`src/rtl/bus_pkg.sv`:
```
// rtl/bus_pkg.sv - shared types and constants for the serial bus slave port.
package bus_pkg;

  typedef enum logic [3:0] {
    IDLE,
    ADDR,
    ACKA,
    WDATA,
    WSTB,
    ACKW,
    RSTB,
    RWAIT,
    RDATA
  } state_t;

  localparam int BUS_ADDR_BITS = 16;
  localparam int DEV_SEL_BITS  = 2;
  localparam int DATA_BITS     = 8;

endpackage

```
`src/rtl/bus_slave_port_if.sv`:
```
// rtl/bus_slave_port_if.sv - serial bus signals between master and one slave port.
interface bus_slave_port_if;

  logic S_SEL;
  logic B_UTIL;
  logic B_RW;
  logic B_BUS_IN;
  logic B_BUS_OUT;
  logic B_ACK;
  logic B_READY;

  modport master (
    output S_SEL, B_UTIL, B_RW, B_BUS_IN,
    input  B_BUS_OUT, B_ACK, B_READY
  );

  modport slave (
    input  S_SEL, B_UTIL, B_RW, B_BUS_IN,
    output B_BUS_OUT, B_ACK, B_READY
  );

endinterface

```
`src/rtl/bus_slave_port_counter.sv`:
```
// rtl/bus_slave_port_counter.sv - up counter with synchronous clear and increment enable.
module bus_slave_port_counter #(
  parameter int WIDTH = 4
) (
  input  logic             CLK,
  input  logic             RSTN,
  input  logic             rst,
  input  logic             incr,
  output logic [WIDTH-1:0] count
);

  logic [WIDTH-1:0] count_q;
  logic [WIDTH-1:0] count_d;

  always_comb begin
    count_d = count_q;
    if (rst) begin
      count_d = '0;
    end else if (incr) begin
      count_d = count_q + WIDTH'(1);
    end
  end

  always_ff @(posedge CLK or negedge RSTN) begin
    if (!RSTN) begin
      count_q <= '0;
    end else begin
      count_q <= count_d;
    end
  end

  assign count = count_q;

endmodule

```
`src/rtl/bus_slave_port.sv`:
```
// rtl/bus_slave_port.sv - bit-serial bus slave: deserialises address/write data,
// strobes a local register port and serialises read data back, LSB first.
module bus_slave_port
  import bus_pkg::*;
#(
  parameter int ADDR_W     = 12,
  parameter int DATA_W     = DATA_BITS,
  parameter int RD_TIMEOUT = 15
) (
  input  logic              CLK,
  input  logic              RSTN,
  bus_slave_port_if.slave   bus,
  output logic [ADDR_W-1:0] L_ADDR,
  output logic [DATA_W-1:0] L_WDATA,
  output logic              L_WEN,
  output logic              L_REN,
  input  logic [DATA_W-1:0] L_RDATA,
  input  logic              L_RVALID,
  input  logic              L_READY
);

  localparam int TO_W = $clog2(RD_TIMEOUT + 1);
  localparam logic [3:0] ADDR_LO   = 4'(DEV_SEL_BITS);
  localparam logic [3:0] ADDR_HI   = 4'(DEV_SEL_BITS + ADDR_W - 1);
  localparam logic [3:0] ADDR_LAST = 4'(BUS_ADDR_BITS - 1);
  localparam logic [3:0] DATA_LAST = 4'(DATA_W - 1);
  localparam logic [TO_W-1:0] TO_LAST = TO_W'(RD_TIMEOUT - 1);

  state_t            state_q, state_d;
  logic [ADDR_W-1:0] addr_sr_q, addr_sr_d;
  logic [DATA_W-2:0] wdata_sr_q, wdata_sr_d;
  logic [DATA_W-1:0] rdata_sr_q, rdata_sr_d;
  logic [ADDR_W-1:0] l_addr_q, l_addr_d;
  logic [DATA_W-1:0] l_wdata_q, l_wdata_d;
  logic              l_wen_q, l_wen_d;
  logic              l_ren_q, l_ren_d;
  logic              acka_q, acka_d;
  logic              ackw_q, ackw_d;
  logic              rd_active_q, rd_active_d;

  logic [DATA_W-1:0] wdata_full;
  logic [3:0]        bit_cnt;
  logic [TO_W-1:0]   to_cnt;
  logic              bit_rst, bit_incr, to_rst, to_incr;

  bus_slave_port_counter #(.WIDTH(4)) u_bit_cnt (
    .CLK   (CLK),
    .RSTN  (RSTN),
    .rst   (bit_rst),
    .incr  (bit_incr),
    .count (bit_cnt)
  );

  bus_slave_port_counter #(.WIDTH(TO_W)) u_to_cnt (
    .CLK   (CLK),
    .RSTN  (RSTN),
    .rst   (to_rst),
    .incr  (to_incr),
    .count (to_cnt)
  );

  always_comb begin
    state_d     = state_q;
    addr_sr_d   = addr_sr_q;
    wdata_sr_d  = wdata_sr_q;
    rdata_sr_d  = rdata_sr_q;
    l_addr_d    = l_addr_q;
    l_wdata_d   = l_wdata_q;
    l_wen_d     = 1'b0;
    l_ren_d     = 1'b0;
    acka_d      = 1'b0;
    ackw_d      = 1'b0;
    rd_active_d = 1'b0;
    bit_rst     = 1'b0;
    bit_incr    = 1'b0;
    to_rst      = 1'b1;
    to_incr     = 1'b0;
    wdata_full  = {bus.B_BUS_IN, wdata_sr_q};

    unique case (state_q)
      IDLE: begin
        // The selecting cycle already carries address bit 0.
        if (bus.B_UTIL && bus.S_SEL) begin
          state_d  = ADDR;
          bit_incr = 1'b1;
        end else begin
          bit_rst = 1'b1;
        end
      end
      ADDR: begin
        if (!bus.B_UTIL) begin
          state_d = IDLE;
          bit_rst = 1'b1;
        end else begin
          if (bit_cnt >= ADDR_LO && bit_cnt <= ADDR_HI) begin
            addr_sr_d = {bus.B_BUS_IN, addr_sr_q[ADDR_W-1:1]};
          end
          if (bit_cnt == ADDR_LAST) begin
            l_addr_d = addr_sr_q;
            acka_d   = 1'b1;
            state_d  = ACKA;
            bit_rst  = 1'b1;
          end else begin
            bit_incr = 1'b1;
          end
        end
      end
      ACKA: begin
        bit_rst = 1'b1;
        if (!L_READY) begin
          state_d = IDLE;
        end else if (bus.B_RW) begin
          state_d = WDATA;
        end else begin
          state_d = RSTB;
          l_ren_d = 1'b1;
        end
      end
      WDATA: begin
        if (!bus.B_UTIL) begin
          state_d = IDLE;
          bit_rst = 1'b1;
        end else if (bit_cnt == DATA_LAST) begin
          l_wdata_d = wdata_full;
          l_wen_d   = 1'b1;
          state_d   = WSTB;
          bit_rst   = 1'b1;
        end else begin
          wdata_sr_d = wdata_full[DATA_W-1:1];
          bit_incr   = 1'b1;
        end
      end
      WSTB: begin
        ackw_d  = 1'b1;
        state_d = ACKW;
        bit_rst = 1'b1;
      end
      ACKW: begin
        state_d = IDLE;
        bit_rst = 1'b1;
      end
      RSTB: begin
        state_d = RWAIT;
        bit_rst = 1'b1;
      end
      RWAIT: begin
        bit_rst = 1'b1;
        to_rst  = 1'b0;
        // Data arriving on the final timeout cycle is still taken.
        if (L_RVALID) begin
          rdata_sr_d  = L_RDATA;
          rd_active_d = 1'b1;
          state_d     = RDATA;
        end else if (to_cnt == TO_LAST) begin
          state_d = IDLE;
        end else begin
          to_incr = 1'b1;
        end
      end
      RDATA: begin
        rd_active_d = 1'b1;
        if (bus.B_UTIL) begin
          rdata_sr_d = rdata_sr_q >> 1;
          if (bit_cnt == DATA_LAST) begin
            rd_active_d = 1'b0;
            state_d     = IDLE;
            bit_rst     = 1'b1;
          end else begin
            bit_incr = 1'b1;
          end
        end
      end
      default: begin
        state_d = IDLE;
        bit_rst = 1'b1;
      end
    endcase
  end

  always_ff @(posedge CLK or negedge RSTN) begin
    if (!RSTN) begin
      state_q     <= IDLE;
      addr_sr_q   <= '0;
      wdata_sr_q  <= '0;
      rdata_sr_q  <= '0;
      l_addr_q    <= '0;
      l_wdata_q   <= '0;
      l_wen_q     <= 1'b0;
      l_ren_q     <= 1'b0;
      acka_q      <= 1'b0;
      ackw_q      <= 1'b0;
      rd_active_q <= 1'b0;
    end else begin
      state_q     <= state_d;
      addr_sr_q   <= addr_sr_d;
      wdata_sr_q  <= wdata_sr_d;
      rdata_sr_q  <= rdata_sr_d;
      l_addr_q    <= l_addr_d;
      l_wdata_q   <= l_wdata_d;
      l_wen_q     <= l_wen_d;
      l_ren_q     <= l_ren_d;
      acka_q      <= acka_d;
      ackw_q      <= ackw_d;
      rd_active_q <= rd_active_d;
    end
  end

  // Address ACK is withheld when the local side is busy; the master's window then lapses.
  assign bus.B_ACK     = (acka_q & L_READY) | ackw_q;
  assign bus.B_READY   = (state_q == IDLE) & L_READY;
  assign bus.B_BUS_OUT = rd_active_q & bus.B_UTIL & rdata_sr_q[0];

  assign L_ADDR  = l_addr_q;
  assign L_WDATA = l_wdata_q;
  assign L_WEN   = l_wen_q;
  assign L_REN   = l_ren_q;

endmodule

```
`src/flat_wrapper.sv`:
```
// flat-port wrapper written by rule: the top's interface ports become plain ports
module bus_slave_port_flat import bus_pkg::*;
#(
  parameter int ADDR_W     = 12,
  parameter int DATA_W     = DATA_BITS,
  parameter int RD_TIMEOUT = 15
)
  (CLK, RSTN, L_ADDR, L_WDATA, L_WEN, L_REN, L_RDATA, L_RVALID, L_READY, bus_S_SEL, bus_B_UTIL, bus_B_RW, bus_B_BUS_IN, bus_B_BUS_OUT, bus_B_ACK, bus_B_READY);
  bus_slave_port_if bus_i ();
  input  logic CLK;
  input  logic RSTN;
  output logic [ADDR_W-1:0] L_ADDR;
  output logic [DATA_W-1:0] L_WDATA;
  output logic L_WEN;
  output logic L_REN;
  input  logic [DATA_W-1:0] L_RDATA;
  input  logic L_RVALID;
  input  logic L_READY;
  input wire logic [$bits(bus_i.S_SEL)-1:0] bus_S_SEL;
  input wire logic [$bits(bus_i.B_UTIL)-1:0] bus_B_UTIL;
  input wire logic [$bits(bus_i.B_RW)-1:0] bus_B_RW;
  input wire logic [$bits(bus_i.B_BUS_IN)-1:0] bus_B_BUS_IN;
  output wire logic [$bits(bus_i.B_BUS_OUT)-1:0] bus_B_BUS_OUT;
  output wire logic [$bits(bus_i.B_ACK)-1:0] bus_B_ACK;
  output wire logic [$bits(bus_i.B_READY)-1:0] bus_B_READY;
  assign bus_i.S_SEL = bus_S_SEL;
  assign bus_i.B_UTIL = bus_B_UTIL;
  assign bus_i.B_RW = bus_B_RW;
  assign bus_i.B_BUS_IN = bus_B_BUS_IN;
  assign bus_B_BUS_OUT = bus_i.B_BUS_OUT;
  assign bus_B_ACK = bus_i.B_ACK;
  assign bus_B_READY = bus_i.B_READY;
  bus_slave_port #(.ADDR_W(ADDR_W), .DATA_W(DATA_W), .RD_TIMEOUT(RD_TIMEOUT)) u_core (.CLK(CLK), .RSTN(RSTN), .bus(bus_i), .L_ADDR(L_ADDR), .L_WDATA(L_WDATA), .L_WEN(L_WEN), .L_REN(L_REN), .L_RDATA(L_RDATA), .L_RVALID(L_RVALID), .L_READY(L_READY));
endmodule
```
`config.mk`:
```
export PLATFORM = sky130hd
export DESIGN_NAME = bus_slave_port_flat
export DESIGN_NICKNAME = d
export VERILOG_FILES = /design/src/rtl/bus_pkg.sv /design/src/rtl/bus_slave_port_if.sv /design/src/rtl/bus_slave_port_counter.sv /design/src/rtl/bus_slave_port.sv /design/src/flat_wrapper.sv
export SDC_FILE = /design/constraint.sdc
export NUM_CORES = 1
export LEC_CHECK = 0
export ABC_AREA = 1
export CORE_MARGIN = 5
export CORE_UTILIZATION = 58
export DETAILED_ROUTE_END_ITERATION = 8
export PLACE_DENSITY = 0.94
export SYNTH_ARGS = -nofsm -noshare
export SYNTH_HDL_FRONTEND = slang
export SYNTH_HIERARCHICAL = 1
export SYNTH_SLANG_ARGS = --single-unit
```
`constraint.sdc`:
```
create_clock -name CLK -period 3.61 [get_ports CLK]
set_input_delay 0.722 -clock CLK [delete_from_list [all_inputs] [get_ports CLK]]
set_output_delay 0.722 -clock CLK [all_outputs]
set_load 0.05 [all_outputs]
```
== After elaboration in Yosys (flattened, before gate mapping) ==
Index checks and enable logic that the tools add are counted.
Word-level totals
  register bits: 64
  latch bits: 0
  memory bits (writable): 0
  memory bits (read-only): 0
  memories kept: 0
Operators by class
  $add $sub $neg: 2
  $mul: 0
  div/mod/pow operators: 0
  order comparisons: 2
  eq/ne operators: 18
  shifts and indexed selects: 0
  mux-type cells: 45
  bitwise operators: 6
  reductions and logical operators: 12
Operator list (count)
  $mux 4: 14
  $pmux 4 s8: 1
  $mux 1: 23
  $eq 4x3->1 const B: 4
  $mux 8: 2
  $pmux 8 s2: 1
  $reduce_and 3->1: 5
  $eq 4x4->1 const B: 3
  $ne 3x2->1 const B: 3
  $add 4x1->4 const B: 2
  $eq 4x2->1 const B: 2
  $ne 2x1->1 const B: 3
  $reduce_and 6->1: 1
  $and 1x1->1: 4
  $eq 4x1->1 const B: 1
  $ge 4x2->1 const B: 1
  $le 4x4->1 const B: 1
  $logic_not 4->1: 1
  $ne 2x2->1 const B: 2
  $pmux 1 s4: 1
  $reduce_bool 2->1: 2
  $mux 3: 1
  $pmux 1 s3: 1
  $logic_and 1x1->1: 2
  4 further kinds: 4

== Logic depth before layout (Yosys ltp) ==
  depth after elaboration: 6
  mapped depth: 13

== Hierarchy ==
Netlist, hierarchy kept.
Modules (own cells, without submodules)
  bus_slave_port: instances 1, cells each 297, area an instance 2513.7 sq um, seq. area each 1401.3 sq um
  bus_slave_port_counter: instances 2, cells each 24, area an instance 201.4 sq um, seq. area each 100.1 sq um

== Worst setup path after synthesis ==
Ideal clock, no wire load.
  path kind: input to output
  start point: input port bus_B_UTIL
  end point: output port bus_B_BUS_OUT
  data arrival time: 1594 ps
  required time: 2888 ps
  setup slack: 1294 ps
  cell stages on the path: 3
  path buffers: 1
  path through: buf_2 > nand2_1 > nor2_1
On the way
  cells in the longest elaborated chain, start to end: 2
Ends and longest elaborated chain
  start: declaration: line flat_wrapper.sv:20  | input wire logic [$bits(bus_i.B_UTIL)-1:0] bus_B_UTIL;
  $and 1x1->1 (2 in a row): line bus_slave_port.sv:211  | assign bus.B_BUS_OUT = rd_active_q & bus.B_UTIL & rdata_sr_q[0];
  end: declaration: line flat_wrapper.sv:23  | output wire logic [$bits(bus_i.B_BUS_OUT)-1:0] bus_B_BUS_OUT;
Every way passes these cells.

== Worst setup path in the final report ==
Same ends and word-level chain as after synthesis.

==> results.yml <==
status:
  status: "complete, no violations"
pwr:
  p_sw_mw: 0.714
  pwr_density_cell_nw_per_um2: 590
  p_seq_frac: 0.463
  p_leak_nw: 1.78
  sw_frac_of_total: 0.341
  pwr-share-clk: 0.279
  ir_worst_vdd_v: 0.000392
  p_comb_frac: 0.258
  p_int_mw: 1.38
final_layout:
  fin_area_um2: 3540
  final_nets: 407
  syn_to_final_growth_pct: 21.5
  final_common_cell: "nand2_1"
  num_antenna_cells: 0
  final_cell_mix: "nand2_1 (89), dfrtp_1 (64), inv_1 (52)"
  drive_gt1_frac: 0.0941
  final_core_util: 0.736
  nFillCells: 372
yosys:
  synth_area_leader_cell: "dfrtp_1"
  synth.distinct_cells: 24
  yosysTopAreaCellShare: 0.549
  seq_area_frac_synth: 0.549
  synth_cells: 345
  syn-num-nets: 363
  post_synth.cell_area_avg_um2: 8.45
  netlist_area_um2: 2920
  synthTopCellsByArea: "dfrtp_1 (55%), nand2_1 (11%), o21ai_0 (8.6%)"
  yosys_warnings: 6
  ys_ff_latch: 64
clocking:
  numCtsBuffers: 9
  clk_latency_ps: 340
  clk_pin_slew_ps: 70
  cts-root-buf: "clkbuf_8"
  cts.sinks: 64
  cts_hold_buf: 0
  postCtsSetupBuffers: 0
  cts_buffer_depth: 2
  htreeDepth: 3
  cts_tree: "yes"
  cts_resized: 0
hold_path:
  whs_path_depth: 2
  hold_path_class: "reg -> reg"
sta:
  max_freq_mhz: 325
  tightest_slew_ps: 1030
  finalSetupViolations: 0
  fin_crit_ps: 3070
  maxSlewHeadroom: 0.311
  finalCritPeriodShare: 0.852
  skew_ps: 4.96
  rsz0062_at_grt: "no"
  fin_tns_setup_ps: 0
  hold_viol: 0
  report.final.slew_viol_count: 0
global_routing:
  grt_pass1_vias: 2428
  groute.usage.overall: 0.220
  grt-ovfl-total: 0
  grt_max_degree: 49
  antenna_found_initial: 0
  grt_pass1_wl_um: 10900
detailed_routing:
  drc: 0
  vias_per_cell: 5.31
  drtIter0Drc: 207
  route.vias.total: 2443
  postRouteAntennaNets: 0
  routed_wl_um: 6240
  routedWlPerCell_um: 13.6
  firstDrtPassIters: 5
critical_path:
  cp.arrival_ps: 2350
  crit_path_start_kind: "input port"
  required_ps: 2890
  reg2reg_slack_ps: 1510
  critPathKind: "in -> out"
  r2r.worst_path.cells: 12
  crit_fanout: 8
  end_kind: "output pin"
placement:
  place_congestion: 0.886
  place_area_um2: 3350
  dp_hpwl_um: 4230
  io_buffers: 40
floorplanning:
  initial_core_util: 0.605
  core_um2: 4820
  die-area_um2: 6550
  die_y_um: 80.9
  pin_count: 41
  die_x_um: 80.9
  rows: 25
job:
  drv_cap: 0
==> worst max-delay path, cell delays in order <==
cell             delay (ps)
clkdlybuf4s50_1         660
nand2_1                  80
nor2_1                   90
clkdlybuf4s50_1         800
==> area by class of cell <==
cell class | instances | area [um^2] | area share
multi-input cells | 220 | 1060 | 0.299
clock buffers | 13 | 179 | 0.0505
inverters | 52 | 195 | 0.0551
well taps | 67 | 83.8 | 0.0237
repair buffers | 42 | 410 | 0.116
clock inverters | 2 | 12.5 | 0.00353
flip-flops and latches | 64 | 1600 | 0.452
==> kinds of logic after synthesis <==
group | count (synthesis) | share of synthesized area
simple gates | 153 | 0.241
compound gates | 65 | 0.114
flops | 64 | 0.549
buf+inv | 61 | 0.0871
fa+ha+maj | 2 | 0.00858
==> flip-flops by register name, indices dropped and copies added, names as in the netlist <==
register                count
u_core/L_ADDR              12
u_core/L_REN                1
u_core/L_WDATA              8
u_core/L_WEN                1
u_core/acka_q               1
u_core/ackw_q               1
u_core/addr_sr_q           12
u_core/rd_active_q          1
u_core/rdata_sr_q           8
u_core/state_q              4
u_core/u_bit_cnt/count      4
u_core/u_to_cnt/count       4
u_core/wdata_sr_q           7
==> Yosys cell counts, drive strengths merged <==
library cell	count
nand4	7
buf	8
nand3	20
nand2	93
o21ai	56
nand3b	2
a21oi	6
nor2	30
a21o	2
o21bai	1
dfrtp	64
ha	2
or2	1
inv	52
clkbuf	1
==> final timing paths <==
path / from / endpoint
max reg2reg: u_core/state_q[1]$_DFFE_PN0P_ / u_core/u_bit_cnt/count[3]$_DFFE_PN0P_
max: bus_B_UTIL / bus_B_BUS_OUT
max in group asynchronous: RSTN / u_core/L_ADDR[8]$_DFFE_PN0P_
min reg2reg: u_core/L_ADDR[5]$_DFFE_PN0P_ / u_core/L_ADDR[5]$_DFFE_PN0P_
min in group asynchronous: RSTN / u_core/u_bit_cnt/count[3]$_DFFE_PN0P_
min: u_core/L_ADDR[5]$_DFFE_PN0P_ / u_core/L_ADDR[5]$_DFFE_PN0P_
==> per-stage QoR <==
step	total power, mW	setup slack [ps]	cells	hold WS [ps]
2_1_floorplan	1.35	1290	345	426
3_3_place_gp	1.46	538	445	459
3_5_place_dp	1.50	528	445	472
4_1_cts	2.10	524	460	489
5_1_grt	2.23	417	460	500
6_report	2.09	535	460	484
==> power by group through the flow <==
stage                     registers (mW)  clock network [mW]  logic, mW
after global placement             0.967                   0      0.493
after detailed placement           0.976                   0      0.525
after CTS                          0.965               0.600      0.535
final                              0.968               0.583      0.539
after floorplan                    0.959                   0      0.388
after global routing               0.984               0.635      0.611
==> metal layers <==
metal	up-vias	GRT usage	wire, um
li1	1179	-	-
met1	1147	0.285	2680
met2	99	0.341	3010
met3	18	0.0687	417
met4	0	0.0997	133
met5	-	0	0
No activity file was read; power rests on OpenSTA's default activity.
